$ cat src/rtl/gun_multi_ctrl.sv
// NES light-gun front end: per-gun pin synchronisers, trigger debounce FSM,
// sticky pull/missed interrupt flags and a post-pull light-sample window.
module gun_multi_ctrl #(
    parameter int NUM_GUNS         = 2,
    parameter int CNT_W            = 11,
    parameter int REL_CNT          = 2047,
    parameter int PRESS_CNT        = 2047,
    parameter int WIN_W            = 16,
    parameter int LIGHT_WIN        = 50000,
    parameter int TRIG_ACTIVE_LOW  = 1,
    parameter int LIGHT_ACTIVE_LOW = 0
) (
    input  logic                SYSTEM_Clock,
    input  logic                SYSTEM_Rst,
    input  logic [NUM_GUNS-1:0] GUN_Trigger,
    input  logic [NUM_GUNS-1:0] GUN_Light,
    input  logic [NUM_GUNS-1:0] Read,
    output logic [NUM_GUNS-1:0] Trigger_Pull,
    output logic [NUM_GUNS-1:0] Missed,
    output logic [NUM_GUNS-1:0] Light,
    output logic [NUM_GUNS-1:0] Hit,
    output logic [NUM_GUNS-1:0] Hit_Valid
);

    typedef enum logic {
        WAIT_REL,
        ARMED
    } state_t;

    localparam logic             TRIG_INV   = (TRIG_ACTIVE_LOW != 0);
    localparam logic             LIGHT_INV  = (LIGHT_ACTIVE_LOW != 0);
    localparam logic [CNT_W-1:0] REL_LAST   = CNT_W'(REL_CNT - 1);
    localparam logic [CNT_W-1:0] PRESS_LAST = CNT_W'(PRESS_CNT - 1);
    localparam logic [WIN_W-1:0] WIN_LOAD   = WIN_W'(LIGHT_WIN);

    logic [NUM_GUNS-1:0] trig_s1, trig_s2;
    logic [NUM_GUNS-1:0] light_s1, light_s2;
    logic [NUM_GUNS-1:0] pressed, lit;

    always_ff @(posedge SYSTEM_Clock or posedge SYSTEM_Rst) begin
        if (SYSTEM_Rst) begin
            trig_s1  <= '0;
            trig_s2  <= '0;
            light_s1 <= '0;
            light_s2 <= '0;
        end else begin
            trig_s1  <= GUN_Trigger;
            trig_s2  <= trig_s1;
            light_s1 <= GUN_Light;
            light_s2 <= light_s1;
        end
    end

    assign pressed = trig_s2 ^ {NUM_GUNS{TRIG_INV}};
    assign lit     = light_s2 ^ {NUM_GUNS{LIGHT_INV}};
    assign Light   = light_s2;

    for (genvar g = 0; g < NUM_GUNS; g++) begin : gun
        state_t           state_q, state_d;
        logic [CNT_W-1:0] cnt_q, cnt_d;
        logic             fire;
        logic [WIN_W-1:0] win_q;
        logic             tp_q, missed_q, hit_q, hit_valid_q;

        always_ff @(posedge SYSTEM_Clock or posedge SYSTEM_Rst) begin
            if (SYSTEM_Rst) begin
                state_q <= WAIT_REL;
                cnt_q   <= '0;
            end else begin
                state_q <= state_d;
                cnt_q   <= cnt_d;
            end
        end

        // The terminal compare is checked before incrementing, so cnt never wraps.
        always_comb begin
            state_d = state_q;
            cnt_d   = cnt_q;
            fire    = 1'b0;
            case (state_q)
                WAIT_REL: begin
                    if (pressed[g]) begin
                        cnt_d = '0;
                    end else if (cnt_q == REL_LAST) begin
                        cnt_d   = '0;
                        state_d = ARMED;
                    end else begin
                        cnt_d = cnt_q + CNT_W'(1);
                    end
                end
                ARMED: begin
                    if (!pressed[g]) begin
                        cnt_d = '0;
                    end else if (cnt_q == PRESS_LAST) begin
                        cnt_d   = '0;
                        fire    = 1'b1;
                        state_d = WAIT_REL;
                    end else begin
                        cnt_d = cnt_q + CNT_W'(1);
                    end
                end
                default: begin
                    state_d = WAIT_REL;
                    cnt_d   = '0;
                end
            endcase
        end

        // A pull on the same edge as Read wins over the clear and never counts as missed.
        always_ff @(posedge SYSTEM_Clock or posedge SYSTEM_Rst) begin
            if (SYSTEM_Rst) begin
                tp_q     <= 1'b0;
                missed_q <= 1'b0;
            end else if (fire) begin
                tp_q     <= 1'b1;
                missed_q <= Read[g] ? 1'b0 : (missed_q | tp_q);
            end else if (Read[g]) begin
                tp_q     <= 1'b0;
                missed_q <= 1'b0;
            end
        end

        always_ff @(posedge SYSTEM_Clock or posedge SYSTEM_Rst) begin
            if (SYSTEM_Rst) begin
                win_q       <= '0;
                hit_q       <= 1'b0;
                hit_valid_q <= 1'b0;
            end else if (fire) begin
                win_q       <= WIN_LOAD;
                hit_q       <= 1'b0;
                hit_valid_q <= 1'b0;
            end else if (win_q != '0) begin
                win_q <= win_q - WIN_W'(1);
                if (lit[g]) begin
                    hit_q <= 1'b1;
                end
                if (win_q == WIN_W'(1)) begin
                    hit_valid_q <= 1'b1;
                end
            end
        end

        assign Trigger_Pull[g] = tp_q;
        assign Missed[g]       = missed_q;
        assign Hit[g]          = hit_q;
        assign Hit_Valid[g]    = hit_valid_q;
    end

endmodule

$ cat config.mk
export PLATFORM = sky130hd
export DESIGN_NAME = gun_multi_ctrl
export DESIGN_NICKNAME = d
export VERILOG_FILES = /design/src/rtl/gun_multi_ctrl.sv
export SDC_FILE = /design/constraint.sdc
export NUM_CORES = 1
export LEC_CHECK = 0
export ABC_AREA = 1
export BUFFER_PORTS_ARGS = -buffer_cell sky130_fd_sc_hd__buf_2
export CORE_MARGIN = 5
export CORE_UTILIZATION = 60
export CTS_BUF_LIST = sky130_fd_sc_hd__clkbuf_8
export CTS_CLUSTER_DIAMETER = 30
export DETAILED_ROUTE_END_ITERATION = 10
export PLACE_DENSITY = 0.78
export SYNTH_ARGS = -nofsm -noshare
export SYNTH_HDL_FRONTEND = slang
export SYNTH_SLANG_ARGS = --single-unit
$ cat constraint.sdc
create_clock -name SYSTEM_Clock -period 4.2 [get_ports SYSTEM_Clock]
set_input_delay 0.21 -clock SYSTEM_Clock [delete_from_list [all_inputs] [get_ports SYSTEM_Clock]]
set_output_delay 0.21 -clock SYSTEM_Clock [all_outputs]
set_load 0.005 [all_outputs]
; ---- Yosys cells after proc, flatten, opt, wreduce, memory -nomap -nowiden
; Index checks and enable logic that the tools add are counted.
[classes]
add_sub_neg = 4
eq_ne = 4
muxes = 46
bitwise = 5
n_reduce_logical = 14
[op_table]
columns = operator, n
row1 = $mux W11, 6
row2 = $mux W16, 4
row3 = $pmux W11 S2, 2
row4 = $eq A16 B1 Y1 const B, 2
row5 = $mux W1, 32
row6 = $reduce_bool A16 Y1, 2
row7 = $sub A16 B1 Y16 const B, 2
row8 = $add A11 B1 Y11 const B, 2
row9 = $eq A11 B11 Y1 const B, 2
row10 = $reduce_bool A2 Y1, 8
row11 = $reduce_and A2 Y1, 4
row12 = $pmux W1 S2, 2
row13 = $not A1 Y1, 2
row14 = $not A2 Y2, 1
row15 = $or A1 B1 Y1, 2
[word_totals]
register_bits = 72
out_inout_bits = 10
word_cells = 91

; ---- Depth between registers and ports, before layout
[logic_depth]
depth_word = 6
depth_mapped = 10
ltp_nobuf = 10

; ---- Least setup slack after synthesis
; OpenSTA, ideal clock, no wires.
[synth_path]
path_kind = reg-to-reg
start = reg gun[0].win_q[0]
end = reg gun[0].win_q[11]
setup_ns = 0.119
arrival_time_ns = 1.309
setup_slack_ns = 2.772
path_stages_with_launch = 9
synth_period_minus_slack_ns = 1.428
path_cell_list = dfrtp_1 inv_1 ha_1 nand2_1 nor2_2 nand2_2 buf_6 a21oi_2 nor2_1
[synth_between]
elab_chain_len = 3
elab_cells_between_ends = 5
[synth_rtl]
columns = element, line_no
row1 = from (decl), 62  ; logic [WIN_W-1:0] win_q;
row2 = from (signal assigned), 133  ; win_q <= win_q - WIN_W'(1);
row3 = $sub A16 B1 Y16, 133
row4 = $mux W16, 132  ; end else if (win_q != '0) begin
row5 = $mux W16, 128  ; end else if (fire) begin
; Several ways; a longest one is shown, not always the timed one. The select of a mux whose other input is x is not followed.
; A chain may end at the register's enable or synchronous reset.

; ---- Worst setup path in the final report
[layout_path]
start = reg gun[0].win_q[0]
end = reg gun[0].win_q[15]
; Same word-level chain as after synthesis.

==> impl_metrics.prom <==
# TYPE chip_impl_metric gauge
chip_impl_info{name="status",value="complete, no violations"} 1
chip_impl_metric{name="hold_viol_final",unit=""} 0
chip_impl_metric{name="dr_wl_met2",unit="um"} 3560
chip_impl_metric{name="vias_in_the_first_global_route",unit=""} 3081
chip_impl_metric{name="drt_first_pass_iters",unit=""} 4
chip_impl_metric{name="design.portCount",unit=""} 18
chip_impl_metric{name="cp.required",unit="ps"} 4450
chip_impl_metric{name="die_height",unit="um"} 91.2
chip_impl_metric{name="synthesis.area",unit="mm2"} 0.00396
chip_impl_metric{name="final.fill_count",unit=""} 518
chip_impl_metric{name="grt_first_pass_wirelength",unit="um"} 13600
chip_impl_metric{name="core.rowCount",unit=""} 29
chip_impl_metric{name="global_route.overflow_total",unit=""} 0
chip_impl_metric{name="hpwlAfterDp",unit="um"} 5410
chip_impl_metric{name="synth_cells",unit=""} 509
chip_impl_metric{name="syn_nets",unit=""} 525
chip_impl_metric{name="grt_start_max_net_pins",unit=""} 40
chip_impl_metric{name="drv_slew",unit=""} 0
chip_impl_metric{name="total_number_of_nets_in_the_final_design",unit=""} 548
chip_impl_metric{name="met3_wirelength",unit="um"} 312
chip_impl_metric{name="antenna_diode_count",unit=""} 0
chip_impl_metric{name="drive_above_1_share",unit=""} 0.130
chip_impl_metric{name="core_region_area",unit="mm2"} 0.00639
chip_impl_info{name="cp-start-kind",value="register"} 1
chip_impl_metric{name="detail_route.wl_per_cell",unit="um"} 12.3
chip_impl_metric{name="gp_routability_congestion",unit=""} 0.876
chip_impl_metric{name="cts_resized",unit=""} 0
chip_impl_info{name="timing.setup.critical_path_class",value="reg -> reg"} 1
chip_impl_metric{name="synth_warnings",unit=""} 0
chip_impl_metric{name="clk-insertion-delay-late",unit="ps"} 350
chip_impl_metric{name="ctsHtreeMaxLevel",unit=""} 3
chip_impl_metric{name="drt_iter0_markers",unit=""} 130
chip_impl_metric{name="clkSinkCount",unit=""} 72
chip_impl_metric{name="postSynth.asyncResetShare",unit=""} 1.00
chip_impl_metric{name="cp.arrival",unit="ps"} 1930
chip_impl_metric{name="timing.final.setup_violations",unit=""} 0
chip_impl_metric{name="clockBufferDepth",unit=""} 2
chip_impl_info{name="hold_class",value="in -> async"} 1
chip_impl_metric{name="postSynthAreaPerCell",unit="um2"} 7.78
chip_impl_metric{name="fmax",unit="MHz"} 594
chip_impl_metric{name="synthToLayoutAreaGrowth",unit="%"} 9.48
chip_impl_metric{name="tightestPinTransition",unit="ps"} 790
chip_impl_metric{name="critical_path.max_fanout",unit=""} 11
chip_impl_metric{name="antenna_found_initial",unit=""} 0
chip_impl_info{name="postSynth.topFlopCell",value="dfrtp_1"} 1
chip_impl_info{name="top_layer",value="met4"} 1
chip_impl_metric{name="synth.ff_latch_count",unit=""} 72
chip_impl_metric{name="clk_pin_slew_worst_paths",unit="ps"} 80
chip_impl_metric{name="p_leak",unit="nW"} 2.38
chip_impl_metric{name="drt-vias-per-instance",unit=""} 5.12
chip_impl_info{name="grt_setup_unrepaired",value="false"} 1
chip_impl_info{name="end_kind",value="register"} 1
chip_impl_metric{name="relSlewSlack",unit=""} 0.473
chip_impl_metric{name="via_count",unit=""} 3141
chip_impl_metric{name="worst_supply_voltage_drop_on_vdd",unit="mV"} 0.328
chip_impl_metric{name="synth.distinct_cells",unit=""} 38
chip_impl_metric{name="route.layer.met1.wl",unit="um"} 3600
chip_impl_metric{name="final.period_utilization",unit=""} 0.401
chip_impl_info{name="cts_tree",value="built"} 1
chip_impl_metric{name="design.die.area",unit="mm2"} 0.00832
chip_impl_metric{name="finalPower",unit="mW"} 1.36
chip_impl_metric{name="totalWireLength",unit="um"} 7580
chip_impl_metric{name="tritoncts_buffers",unit=""} 9
chip_impl_metric{name="gr-usage-all-layers",unit=""} 0.198
chip_impl_metric{name="power_per_unit_of_standard_cell_area",unit="mW/mm2"} 313
chip_impl_metric{name="starting_density",unit=""} 0.620
chip_impl_info{name="cts_root_buf",value="clkbuf_8"} 1
chip_impl_metric{name="synth_enable_flop_cells",unit=""} 0
chip_impl_metric{name="die_w",unit="um"} 91.2
chip_impl_metric{name="numPortBuffers",unit=""} 17
chip_impl_metric{name="period_needed",unit="ps"} 1680
chip_impl_metric{name="synth.yosys.seq_area_share",unit=""} 0.455
chip_impl_metric{name="finalClockSkew",unit="ps"} 7.17
chip_impl_metric{name="drv_cap",unit=""} 0
chip_impl_metric{name="drt.antenna.violating_nets",unit=""} 0
chip_impl_metric{name="drcViolationCount",unit=""} 0
chip_impl_metric{name="setup_tns",unit="ps"} 0
==> sequential cells by signal, summed over array words and instances (netlist names), named ones only <==
signal,cells
light_s1,2
gun.missed_q,2
Light,2
gun.hit_q,2
trig_s2,2
gun.cnt_q,22
gun.hit_valid_q,2
trig_s1,2
gun.win_q,32
gun.tp_q,2
==> cells in the mapped netlist, types with 2 or more instances <==
master / instances / area, um2
nand2_1: 115 / 432
nor2_1: 92 / 345
dfrtp_1: 72 / 1800
inv_1: 72 / 270
nand3_1: 37 / 185
a21oi_1: 11 / 55.1
nand4_1: 10 / 62.6
nor2_2: 10 / 62.6
nor3_1: 9 / 45.0
o21ai_0: 9 / 45.0
buf_4: 8 / 60.1
ha_1: 8 / 100
nand2_2: 7 / 43.8
xor2_1: 7 / 61.3
nor2_4: 6 / 67.6
nand3b_1: 5 / 37.5
xnor2_1: 4 / 35.0
inv_2: 2 / 7.51
nand3_2: 2 / 20.0
nand4_2: 2 / 25.0
nor3b_1: 2 / 15.0
o211ai_1: 2 / 15.0
o21bai_1: 2 / 15.0
==> cell type report <==
cell class / instances / area (um2) / area share
Clock buffer: 10 / 138 / 0.0318
Clock inverter: 6 / 85.1 / 0.0196
Inverter: 76 / 288 / 0.0664
Multi-Input combinational cell: 351 / 1790 / 0.414
Sequential cell: 72 / 1800 / 0.416
Tap cell: 77 / 96.3 / 0.0222
Timing Repair Buffer: 22 / 133 / 0.0306
==> layer usage <==
metal	vias up	GRT usage
li1	1620	-
met1	1467	0.255
met2	45	0.323
met3	9	0.0562
met4	0	0.0685
met5	-	0
==> cells by family (layout without fill, tap and decap cells) <==
| group | after synthesis | after routing | synth area share |
|---|---|---|---|
| xor gates and xnor gates | 11 | 11 | 0.0243 |
| buffers and inverters | 86 | 114 | 0.0920 |
| adders and majority gates | 8 | 8 | 0.0253 |
| DFF | 72 | 72 | 0.455 |
| and+or+nand+nor | 303 | 303 | 0.358 |
| AOI/OAI and AO/OA | 29 | 29 | 0.0449 |
==> where the power goes <==
part	total, mW	switching (mW)	internal, mW
sequential	0.709	0.00730	0.701
combinational	0.0384	0.0259	0.0125
clock	0.610	0.262	0.349
total	1.36	0.295	1.06
==> worst paths after layout <==
path,from,end,slack (ps),depth (start not counted)
max in group asynchronous,SYSTEM_Rst,gun[1].win_q[4],3280,3
min in group SYSTEM_Clock,Read[1],gun[1].tp_q,90,2
max,gun[0].win_q[0],gun[0].win_q[15],2520,9
min reg2reg,trig_s1[0],trig_s2[0],360,0
min,SYSTEM_Rst,gun[0].cnt_q[0],4,2
max reg2reg,gun[0].win_q[0],gun[0].win_q[15],2520,9
==> timing repair <==
action,in CTS,in global routing
buffers inserted,0,0
endpoints found under the hold margin,4,0
hold buffers,4,0
==> worst max-delay path, stage by stage (launching register included) <==
cell,delay [ps]
dfrtp_1,440
inv_1,100
ha_1,210
nand2_1,100
nor2_2,220
nand2_2,210
inv_1,140
nand2_1,60
nand3_1,70
nand2_1,50
==> placed cells by master, fill, tap and decap left out, types with 3 or more instances in the layout <==
cell type,instances
xnor2_1,4
nor2_4,6
nand3_1,37
o21ai_0,9
nand4_1,10
dlygate4sd3_1,4
inv_2,3
xor2_1,7
dfrtp_1,72
buf_2,17
a21oi_1,11
inv_1,73
nand3b_1,5
nor2_1,92
nand2_1,115
nor3_1,9
clkbuf_8,10
ha_1,8
nand2_2,7
nor2_2,10
==> stage by stage <==
stage | hold WS (ps) | setup slack [ps] | instances | utilization | instance area (um2)
after floorplan | 241 | 2170 | 509 | - | 3960
after global routing | 80.3 | 2400 | 614 | 0.679 | 4330
after global placement | 319 | 2600 | 594 | 0.638 | 4070
after CTS | 33.8 | 2520 | 614 | 0.679 | 4330
after detailed placement | 319 | 2530 | 594 | 0.638 | 4070
final | 4.40 | 2520 | 614 | 0.679 | 4330
(Power assumes the default switching activity.)
